--- config.mk ---
export PLATFORM = sky130hd
export DESIGN_NAME = id_ex_stage_flat
export DESIGN_NICKNAME = d
export VERILOG_FILES = /design/src/rtl/pipe_pkg.sv /design/src/rtl/id_ex_stage_if.sv /design/src/rtl/load_use_detect.sv /design/src/rtl/id_ex_stage.sv /design/src/flat_wrapper.sv
export SDC_FILE = /design/constraint.sdc
export NUM_CORES = 1
export LEC_CHECK = 0
export CELL_PAD_IN_SITES_DETAIL_PLACEMENT = 1
export CELL_PAD_IN_SITES_GLOBAL_PLACEMENT = 1
export CORE_AREA = 2 2 174 176
export CTS_CLUSTER_SIZE = 16
export DETAILED_ROUTE_END_ITERATION = 10
export DIE_AREA = 0 0 176 178
export MAX_ROUTING_LAYER = met4
export PLACE_DENSITY = 0.81
export SYNTH_ARGS = -nofsm -noshare
export SYNTH_HDL_FRONTEND = slang
export SYNTH_SLANG_ARGS = --single-unit
--- constraint.sdc ---
create_clock -name clk_i -period 3.7 [get_ports clk_i]
set_clock_uncertainty 0.1 [all_clocks]
set_input_delay 1.11 -clock clk_i [delete_from_list [all_inputs] [get_ports clk_i]]
set_output_delay 1.11 -clock clk_i [all_outputs]
set_load 0.02 [all_outputs]
--- src/rtl/pipe_pkg.sv ---
// pipe_pkg: shared RV32I pipeline constants (opcodes, control-bit layout, ID/EX tag payload).
package pipe_pkg;

  localparam int unsigned CTRL_W  = 10;
  localparam int unsigned REG_W   = 5;
  localparam int unsigned FUNCT_W = 4;
  localparam int unsigned OPC_W   = 7;

  localparam logic [OPC_W-1:0] OP_R      = 7'b0110011;
  localparam logic [OPC_W-1:0] OP_I      = 7'b0010011;
  localparam logic [OPC_W-1:0] OP_LOAD   = 7'b0000011;
  localparam logic [OPC_W-1:0] OP_STORE  = 7'b0100011;
  localparam logic [OPC_W-1:0] OP_BRANCH = 7'b1100011;
  localparam logic [OPC_W-1:0] OP_JAL    = 7'b1101111;
  localparam logic [OPC_W-1:0] OP_JALR   = 7'b1100111;

  // Control word: {Branch,ALUSrc,RegWrite,ALUOp[1:0],MemRead,MemWrite,MemtoReg,Jump,1'b0}
  localparam int unsigned CTRL_BRANCH     = 9;
  localparam int unsigned CTRL_ALU_SRC    = 8;
  localparam int unsigned CTRL_REG_WRITE  = 7;
  localparam int unsigned CTRL_ALU_OP_HI  = 6;
  localparam int unsigned CTRL_ALU_OP_LO  = 5;
  localparam int unsigned CTRL_MEM_READ   = 4;
  localparam int unsigned CTRL_MEM_WRITE  = 3;
  localparam int unsigned CTRL_MEM_TO_REG = 2;
  localparam int unsigned CTRL_JUMP       = 1;

  localparam logic [CTRL_W-1:0] BUBBLE_CTRL = '0;

  // Non-operand part of the EX slot; all-zero is a bubble.
  typedef struct packed {
    logic               valid;
    logic [CTRL_W-1:0]  ctrl;
    logic [REG_W-1:0]   rd;
    logic [REG_W-1:0]   rs1;
    logic [REG_W-1:0]   rs2;
    logic [FUNCT_W-1:0] funct;
  } ex_tag_t;

  // True for opcodes that read rs2 (R-type, store, branch).
  function automatic logic uses_rs2(input logic [OPC_W-1:0] op);
    return (op == OP_R) || (op == OP_STORE) || (op == OP_BRANCH);
  endfunction

endpackage

--- src/rtl/id_ex_stage_if.sv ---
// id_ex_stage_if: ID-side inputs and EX-side outputs of the ID/EX boundary.
interface id_ex_stage_if #(
  parameter int unsigned XLEN = 32
);
  import pipe_pkg::*;

  logic                 id_valid_i;
  logic [31:0]          id_instr_i;
  logic [XLEN-1:0]      id_pc_i;
  logic [XLEN-1:0]      id_rs1_data_i;
  logic [XLEN-1:0]      id_rs2_data_i;
  logic [XLEN-1:0]      id_imm_i;
  logic [CTRL_W-1:0]    id_ctrl_i;
  logic                 flush_i;
  logic                 hold_i;
  logic                 stall_o;
  logic                 ex_valid_o;
  logic [CTRL_W-1:0]    ex_ctrl_o;
  logic [XLEN-1:0]      ex_pc_o;
  logic [XLEN-1:0]      ex_rs1_data_o;
  logic [XLEN-1:0]      ex_rs2_data_o;
  logic [XLEN-1:0]      ex_imm_o;
  logic [REG_W-1:0]     ex_rd_o;
  logic [REG_W-1:0]     ex_rs1_o;
  logic [REG_W-1:0]     ex_rs2_o;
  logic [FUNCT_W-1:0]   ex_funct_o;

  modport master (
    output id_valid_i, id_instr_i, id_pc_i, id_rs1_data_i, id_rs2_data_i, id_imm_i,
           id_ctrl_i, flush_i, hold_i,
    input  stall_o, ex_valid_o, ex_ctrl_o, ex_pc_o, ex_rs1_data_o, ex_rs2_data_o,
           ex_imm_o, ex_rd_o, ex_rs1_o, ex_rs2_o, ex_funct_o
  );

  modport slave (
    input  id_valid_i, id_instr_i, id_pc_i, id_rs1_data_i, id_rs2_data_i, id_imm_i,
           id_ctrl_i, flush_i, hold_i,
    output stall_o, ex_valid_o, ex_ctrl_o, ex_pc_o, ex_rs1_data_o, ex_rs2_data_o,
           ex_imm_o, ex_rd_o, ex_rs1_o, ex_rs2_o, ex_funct_o
  );
endinterface

--- src/rtl/load_use_detect.sv ---
// load_use_detect: flags a load in EX whose rd is read by the instruction in ID.
module load_use_detect
  import pipe_pkg::*;
(
  input  logic             ex_valid_i,
  input  logic             ex_mem_read_i,
  input  logic [REG_W-1:0] ex_rd_i,
  input  logic             id_valid_i,
  input  logic [OPC_W-1:0] id_opcode_i,
  input  logic [REG_W-1:0] id_rs1_i,
  input  logic [REG_W-1:0] id_rs2_i,
  input  logic             hold_i,
  output logic             stall_o
);

  logic uses_rs1_c;
  logic uses_rs2_c;
  logic match_c;

  // Hazard compare; suppressed under hold since IF/ID is already frozen by that path.
  always_comb begin
    uses_rs1_c = (id_opcode_i != OP_JAL);
    uses_rs2_c = uses_rs2(id_opcode_i);
    match_c    = (uses_rs1_c && (id_rs1_i == ex_rd_i)) ||
                 (uses_rs2_c && (id_rs2_i == ex_rd_i));
    stall_o    = !hold_i && ex_valid_i && ex_mem_read_i && (ex_rd_i != '0) &&
                 id_valid_i && match_c;
  end

endmodule

--- src/rtl/id_ex_stage.sv ---
// id_ex_stage: ID/EX pipeline register with load-use bubble, flush squash and hold.
// Optional saturating hazard counters when ID_EX_HAZARD_STATS_EN is defined.
module id_ex_stage
  import pipe_pkg::*;
#(
  parameter int unsigned XLEN = 32
`ifdef ID_EX_HAZARD_STATS_EN
  ,
  parameter int unsigned STAT_W = 16
`endif
) (
  input  logic         clk_i,
  input  logic         rst_i,
  id_ex_stage_if.slave bus
`ifdef ID_EX_HAZARD_STATS_EN
  ,
  output logic [STAT_W-1:0] stall_cnt_o,
  output logic [STAT_W-1:0] flush_cnt_o
`endif
);

  ex_tag_t         tag_q, tag_d;
  logic [XLEN-1:0] pc_q, pc_d;
  logic [XLEN-1:0] rs1_data_q, rs1_data_d;
  logic [XLEN-1:0] rs2_data_q, rs2_data_d;
  logic [XLEN-1:0] imm_q, imm_d;
  logic            stall_c;
  logic            unused_instr_bits;

  assign unused_instr_bits = ^{bus.id_instr_i[31], bus.id_instr_i[29:25]};

  load_use_detect u_detect (
    .ex_valid_i   (tag_q.valid),
    .ex_mem_read_i(tag_q.ctrl[CTRL_MEM_READ]),
    .ex_rd_i      (tag_q.rd),
    .id_valid_i   (bus.id_valid_i),
    .id_opcode_i  (bus.id_instr_i[6:0]),
    .id_rs1_i     (bus.id_instr_i[19:15]),
    .id_rs2_i     (bus.id_instr_i[24:20]),
    .hold_i       (bus.hold_i),
    .stall_o      (stall_c)
  );

  // Next EX slot: flush > hold > load-use bubble > normal load.
  always_comb begin
    tag_d      = tag_q;
    pc_d       = pc_q;
    rs1_data_d = rs1_data_q;
    rs2_data_d = rs2_data_q;
    imm_d      = imm_q;
    if (bus.flush_i) begin
      tag_d      = '0;
      tag_d.ctrl = BUBBLE_CTRL;
    end else if (!bus.hold_i) begin
      if (stall_c) begin
        tag_d      = '0;
        tag_d.ctrl = BUBBLE_CTRL;
      end else begin
        tag_d.valid = bus.id_valid_i;
        tag_d.ctrl  = bus.id_valid_i ? bus.id_ctrl_i : BUBBLE_CTRL;
        tag_d.rd    = bus.id_instr_i[11:7];
        tag_d.rs1   = bus.id_instr_i[19:15];
        tag_d.rs2   = bus.id_instr_i[24:20];
        tag_d.funct = {bus.id_instr_i[30], bus.id_instr_i[14:12]};
        pc_d        = bus.id_pc_i;
        rs1_data_d  = bus.id_rs1_data_i;
        rs2_data_d  = bus.id_rs2_data_i;
        imm_d       = bus.id_imm_i;
      end
    end
  end

  // EX slot register.
  always_ff @(posedge clk_i) begin
    if (rst_i) begin
      tag_q      <= '0;
      pc_q       <= '0;
      rs1_data_q <= '0;
      rs2_data_q <= '0;
      imm_q      <= '0;
    end else begin
      tag_q      <= tag_d;
      pc_q       <= pc_d;
      rs1_data_q <= rs1_data_d;
      rs2_data_q <= rs2_data_d;
      imm_q      <= imm_d;
    end
  end

  assign bus.stall_o       = stall_c;
  assign bus.ex_valid_o    = tag_q.valid;
  assign bus.ex_ctrl_o     = tag_q.ctrl;
  assign bus.ex_rd_o       = tag_q.rd;
  assign bus.ex_rs1_o      = tag_q.rs1;
  assign bus.ex_rs2_o      = tag_q.rs2;
  assign bus.ex_funct_o    = tag_q.funct;
  assign bus.ex_pc_o       = pc_q;
  assign bus.ex_rs1_data_o = rs1_data_q;
  assign bus.ex_rs2_data_o = rs2_data_q;
  assign bus.ex_imm_o      = imm_q;

`ifdef ID_EX_HAZARD_STATS_EN
  logic [STAT_W-1:0] stall_cnt_q, stall_cnt_d;
  logic [STAT_W-1:0] flush_cnt_q, flush_cnt_d;

  // Count taken flushes and taken load-use bubbles, saturating at all-ones.
  always_comb begin
    stall_cnt_d = stall_cnt_q;
    flush_cnt_d = flush_cnt_q;
    if (bus.flush_i) begin
      if (flush_cnt_q != '1) flush_cnt_d = flush_cnt_q + STAT_W'(1);
    end else if (stall_c && (stall_cnt_q != '1)) begin
      stall_cnt_d = stall_cnt_q + STAT_W'(1);
    end
  end

  // Counter registers.
  always_ff @(posedge clk_i) begin
    if (rst_i) begin
      stall_cnt_q <= '0;
      flush_cnt_q <= '0;
    end else begin
      stall_cnt_q <= stall_cnt_d;
      flush_cnt_q <= flush_cnt_d;
    end
  end

  assign stall_cnt_o = stall_cnt_q;
  assign flush_cnt_o = flush_cnt_q;
`endif

endmodule
--- src/flat_wrapper.sv ---
// flat-port wrapper written by rule: the top's interface ports become plain ports
module id_ex_stage_flat import pipe_pkg::*;
#(
  parameter int unsigned XLEN = 32

)
  (clk_i, rst_i, bus_id_valid_i, bus_id_instr_i, bus_id_pc_i, bus_id_rs1_data_i, bus_id_rs2_data_i, bus_id_imm_i, bus_id_ctrl_i, bus_flush_i, bus_hold_i, bus_stall_o, bus_ex_valid_o, bus_ex_ctrl_o, bus_ex_pc_o, bus_ex_rs1_data_o, bus_ex_rs2_data_o, bus_ex_imm_o, bus_ex_rd_o, bus_ex_rs1_o, bus_ex_rs2_o, bus_ex_funct_o);
  id_ex_stage_if #(.XLEN(XLEN)) bus_i ();
  input  logic clk_i;
  input  logic rst_i;
  input wire logic [$bits(bus_i.id_valid_i)-1:0] bus_id_valid_i;
  input wire logic [$bits(bus_i.id_instr_i)-1:0] bus_id_instr_i;
  input wire logic [$bits(bus_i.id_pc_i)-1:0] bus_id_pc_i;
  input wire logic [$bits(bus_i.id_rs1_data_i)-1:0] bus_id_rs1_data_i;
  input wire logic [$bits(bus_i.id_rs2_data_i)-1:0] bus_id_rs2_data_i;
  input wire logic [$bits(bus_i.id_imm_i)-1:0] bus_id_imm_i;
  input wire logic [$bits(bus_i.id_ctrl_i)-1:0] bus_id_ctrl_i;
  input wire logic [$bits(bus_i.flush_i)-1:0] bus_flush_i;
  input wire logic [$bits(bus_i.hold_i)-1:0] bus_hold_i;
  output wire logic [$bits(bus_i.stall_o)-1:0] bus_stall_o;
  output wire logic [$bits(bus_i.ex_valid_o)-1:0] bus_ex_valid_o;
  output wire logic [$bits(bus_i.ex_ctrl_o)-1:0] bus_ex_ctrl_o;
  output wire logic [$bits(bus_i.ex_pc_o)-1:0] bus_ex_pc_o;
  output wire logic [$bits(bus_i.ex_rs1_data_o)-1:0] bus_ex_rs1_data_o;
  output wire logic [$bits(bus_i.ex_rs2_data_o)-1:0] bus_ex_rs2_data_o;
  output wire logic [$bits(bus_i.ex_imm_o)-1:0] bus_ex_imm_o;
  output wire logic [$bits(bus_i.ex_rd_o)-1:0] bus_ex_rd_o;
  output wire logic [$bits(bus_i.ex_rs1_o)-1:0] bus_ex_rs1_o;
  output wire logic [$bits(bus_i.ex_rs2_o)-1:0] bus_ex_rs2_o;
  output wire logic [$bits(bus_i.ex_funct_o)-1:0] bus_ex_funct_o;
  assign bus_i.id_valid_i = bus_id_valid_i;
  assign bus_i.id_instr_i = bus_id_instr_i;
  assign bus_i.id_pc_i = bus_id_pc_i;
  assign bus_i.id_rs1_data_i = bus_id_rs1_data_i;
  assign bus_i.id_rs2_data_i = bus_id_rs2_data_i;
  assign bus_i.id_imm_i = bus_id_imm_i;
  assign bus_i.id_ctrl_i = bus_id_ctrl_i;
  assign bus_i.flush_i = bus_flush_i;
  assign bus_i.hold_i = bus_hold_i;
  assign bus_stall_o = bus_i.stall_o;
  assign bus_ex_valid_o = bus_i.ex_valid_o;
  assign bus_ex_ctrl_o = bus_i.ex_ctrl_o;
  assign bus_ex_pc_o = bus_i.ex_pc_o;
  assign bus_ex_rs1_data_o = bus_i.ex_rs1_data_o;
  assign bus_ex_rs2_data_o = bus_i.ex_rs2_data_o;
  assign bus_ex_imm_o = bus_i.ex_imm_o;
  assign bus_ex_rd_o = bus_i.ex_rd_o;
  assign bus_ex_rs1_o = bus_i.ex_rs1_o;
  assign bus_ex_rs2_o = bus_i.ex_rs2_o;
  assign bus_ex_funct_o = bus_i.ex_funct_o;
  id_ex_stage #(.XLEN(XLEN)) u_core (.clk_i(clk_i), .rst_i(rst_i), .bus(bus_i));
endmodule
==> results_dict.tcl <==
set metrics [dict create \
    timing.critical_path.buf_inv 3 \
    core_area_sq_um 29400 \
    finalCritPeriodShare 0.991 \
    finalSetupViolations 0 \
    crit_path_top_delay_cell "or4_4" \
    pre_cts_ws_ns -0.823 \
    synth-edff-count 0 \
    layout.cells.non_filler 1819 \
    cts-root-buf "clkbuf_16" \
    clock_latency_ns 0.42 \
    grt_pass1_vias 10700 \
    reg2reg_depth 7 \
    clock.fmax_mhz 273 \
    die_h_um 178 \
    p_leak_uw 0.00469 \
    synthArstFlopShare 0 \
    avgSynthCellArea_sq_um 8.06 \
    die_w_um 176 \
    cp.arrival_ns 2.46 \
    rr_startpoint "u_core.bus.ex_rd_o[4]$_SDFFE_PP0N_" \
    layout-drive-gt1-share 0.0813 \
    avgRoutedWirePerCell_um 20.6 \
    crit_family "simple AND/OR/NAND/NOR gates" \
    hold_depth 2 \
    io_pins 334 \
    outcome "complete, no violations" \
    placed_cells 1780 \
    ys_types 32 \
    dieArea_sq_um 31300 \
    grt_max_degree 147 \
    slowest_delay_ns 0.44 \
    cp-endpoint "bus_stall_o" \
    powerDensity_nw_per_um2 351 \
    antenna_found_initial 1 \
    ys_seq_area_frac 0.330 \
    grtUsageTotal 0.236 \
    place.gp.congestion 0.848 \
    startpoint_type "input pin" \
    period_minus_slack_ns 3.67 \
    p_total_uw 4840 \
    io_buffers 327 \
    hold_class "reg2reg" \
    htree_levels 4 \
    synth-main-ff-cell "dfxtp_1" \
    clockBufferDepth 2 \
    num_rows 63 \
    crit_fanout 2 \
    ys_warn_count 0 \
    path_class "in2out" \
    cap_violations 0 \
    drc_errors 0 \
    cts_tree "built" \
    path_cells "dlygate4sd2_1, nand4b_1, o211ai_1, or4_4, a21o_1, inv_2, buf_6" \
    numClockSinks 158 \
    maxSlewViolCount 0 \
    final_hold_viol_count 0 \
    synth_area_sq_um 9590 \
    cp.depth 7 \
    routed_wl_mm 37.4 \
    synth_nets 1366 \
    netlist_instances 1191 \
    start_util 0.326 \
    grt_overflow 0 \
    placed_area_sq_um 13100 \
    antenna_left 0 \
    ys_ff_latch 158 \
    dr.pass1.iters 5 \
    required_ns 2.49 \
    ir_worst_vdd_v 0.000224 \
    cts_buffers 17 \
    hpwl_mm 22.9 \
    cp-end-kind "primary output" \
    r2r_slack_ns 0.68 \
    drtIter0Drc 799 \
    drt-vias-per-instance 5.88 \
    postCtsHoldBufs 0 \
    setup_ws_ns 0.0330 \
    fin_nets 1589 \
    grt_first_pass_wirelength_mm 59.0 \
    clkTransAtPathRegs_ns 0.07 \
    vias 10700 \
    slew-limit-headroom 0.335 \
    worstReg2RegEnd "u_core.bus.ex_imm_o[21]$_SDFFE_PP0P_" \
    worst_slew_pin_slew_ns 0.997 \
    stdcell_area_sq_um 13800 \
    startpoint "bus_id_instr_i[3]" \
    synthToLayoutAreaGrowth_pct 43.8 \
]
[layout make-up]
class | count | area, sq um
timing repair buffer | 372 | 3720
multi-input combinational | 844 | 5750
clock inverter | 14 | 146
sequential | 158 | 3160
antenna | 2 | 5.00
inverter | 21 | 81.3
tap | 390 | 488
clock buffer | 18 | 439
fill | 3421 | 15600
[worst min-delay path: stages, from the launching register on]
cell,delay [ns]
dfxtp_1,0.33
nand2_1,0.06
o41ai_2,0.05
[layout by cell type, fill, tap and decap left out, types with 2 or more instances in the layout]
master and count:
inv_8 4, nand2_1 19, xnor2_2 2, o41ai_2 19, inv_1 19, dlygate4sd2_1 9
buf_4 35, a32oi_1 128, clkbuf_16 17, buf_12 10, nor3b_1 257, clkdlybuf4s50_1 310
clkinv_2 2, inv_6 5, dfxtp_1 158, o21ai_0 126, clkdlybuf4s15_1 2, diode_2 2
clkinv_4 2, o21ai_1 2, nand3_1 256, a32o_1 10, xor2_1 7, buf_2 2
[cell usage after synthesis (2+ instances only)]
master    instances  area share
o21ai_0         126       0.066
or4_1             2      0.0016
o21ai_1           2      0.0010
nand3_1         258        0.13
buf_2            29       0.015
xnor2_1           2      0.0018
inv_1            20      0.0078
buf_6             2      0.0023
nor3b_1         258        0.20
buf_4             2      0.0016
buf_1             3      0.0012
clkbuf_1        131       0.051
a32o_1           10       0.010
nand2_1          19      0.0074
xor2_1            8      0.0073
o41ai_2          19       0.032
dfxtp_1         158        0.33
a32oi_1         128        0.12
[how the worst min path moves through the flow]
stage	start	endpoint	slack, ns
after global routing	u_core.bus.ex_rs1_o[0]$_SDFFE_PP0N_	u_core.bus.ex_rs1_o[0]$_SDFFE_PP0N_	0.38
after detailed placement	u_core.bus.ex_funct_o[3]$_SDFFE_PP0N_	u_core.bus.ex_funct_o[3]$_SDFFE_PP0N_	0.35
after floorplan	u_core.bus.ex_ctrl_o[4]$_SDFFE_PP0N_	u_core.bus.ex_ctrl_o[4]$_SDFFE_PP0N_	0.36
final	u_core.bus.ex_rs2_o[3]$_SDFFE_PP0N_	u_core.bus.ex_rs2_o[3]$_SDFFE_PP0N_	0.37
after CTS	u_core.bus.ex_rs2_o[1]$_SDFFE_PP0N_	u_core.bus.ex_rs2_o[1]$_SDFFE_PP0N_	0.37
after global placement	u_core.bus.ex_rs2_o[2]$_SDFFE_PP0N_	u_core.bus.ex_rs2_o[2]$_SDFFE_PP0N_	0.33
[through the flow]
| stage | TNS, ns | hold WS [ns] | utilization |
|---|---|---|---|
| after floorplan | 0 | 0.358 | - |
| after global placement | -20.99 | 0.334 | 0.447 |
| after detailed placement | -24.71 | 0.346 | 0.447 |
| after CTS | 0 | 0.367 | 0.468 |
| after global routing | -0.00957 | 0.381 | 0.469 |
| final | 0 | 0.365 | 0.469 |
[cell families after synthesis]
family | share of synthesized area
AO/OA/AOI/OAI | 0.231
XOR/XNOR | 0.00913
buffers and inverters | 0.0802
flip-flops | 0.330
AND/OR/NAND/NOR | 0.350
[state kept, by name (all words and copies together) (netlist names)]
register	cells
u_core.bus.ex_ctrl_o	10
u_core.bus.ex_funct_o	4
u_core.bus.ex_imm_o	32
u_core.bus.ex_pc_o	32
u_core.bus.ex_rd_o	5
u_core.bus.ex_rs1_data_o	32
u_core.bus.ex_rs1_o	5
u_core.bus.ex_rs2_data_o	32
u_core.bus.ex_rs2_o	5
u_core.bus.ex_valid_o	1
[layer usage]
layer | GRT usage | wire length, um
met1 | 0.306 | 16600
met5 | - | 0
met3 | 0.0477 | 2180
met2 | 0.369 | 17700
met4 | 0.0775 | 918
[power by group]
part / total [uW] / internal [uW] / switching, uW
sequential: 1930 / 1830 / 96.2
clock: 1840 / 978 / 860
combinational: 1070 / 550 / 523
total: 4840 / 3360 / 1480
[timing repair]
action                     4_1_cts  5_1_grt
buffers inserted                 3        2
resized for setup               33        5
pin swaps                        9        5
setup endpoints to repair        1       11
Power figures use the tool's default switching activity.
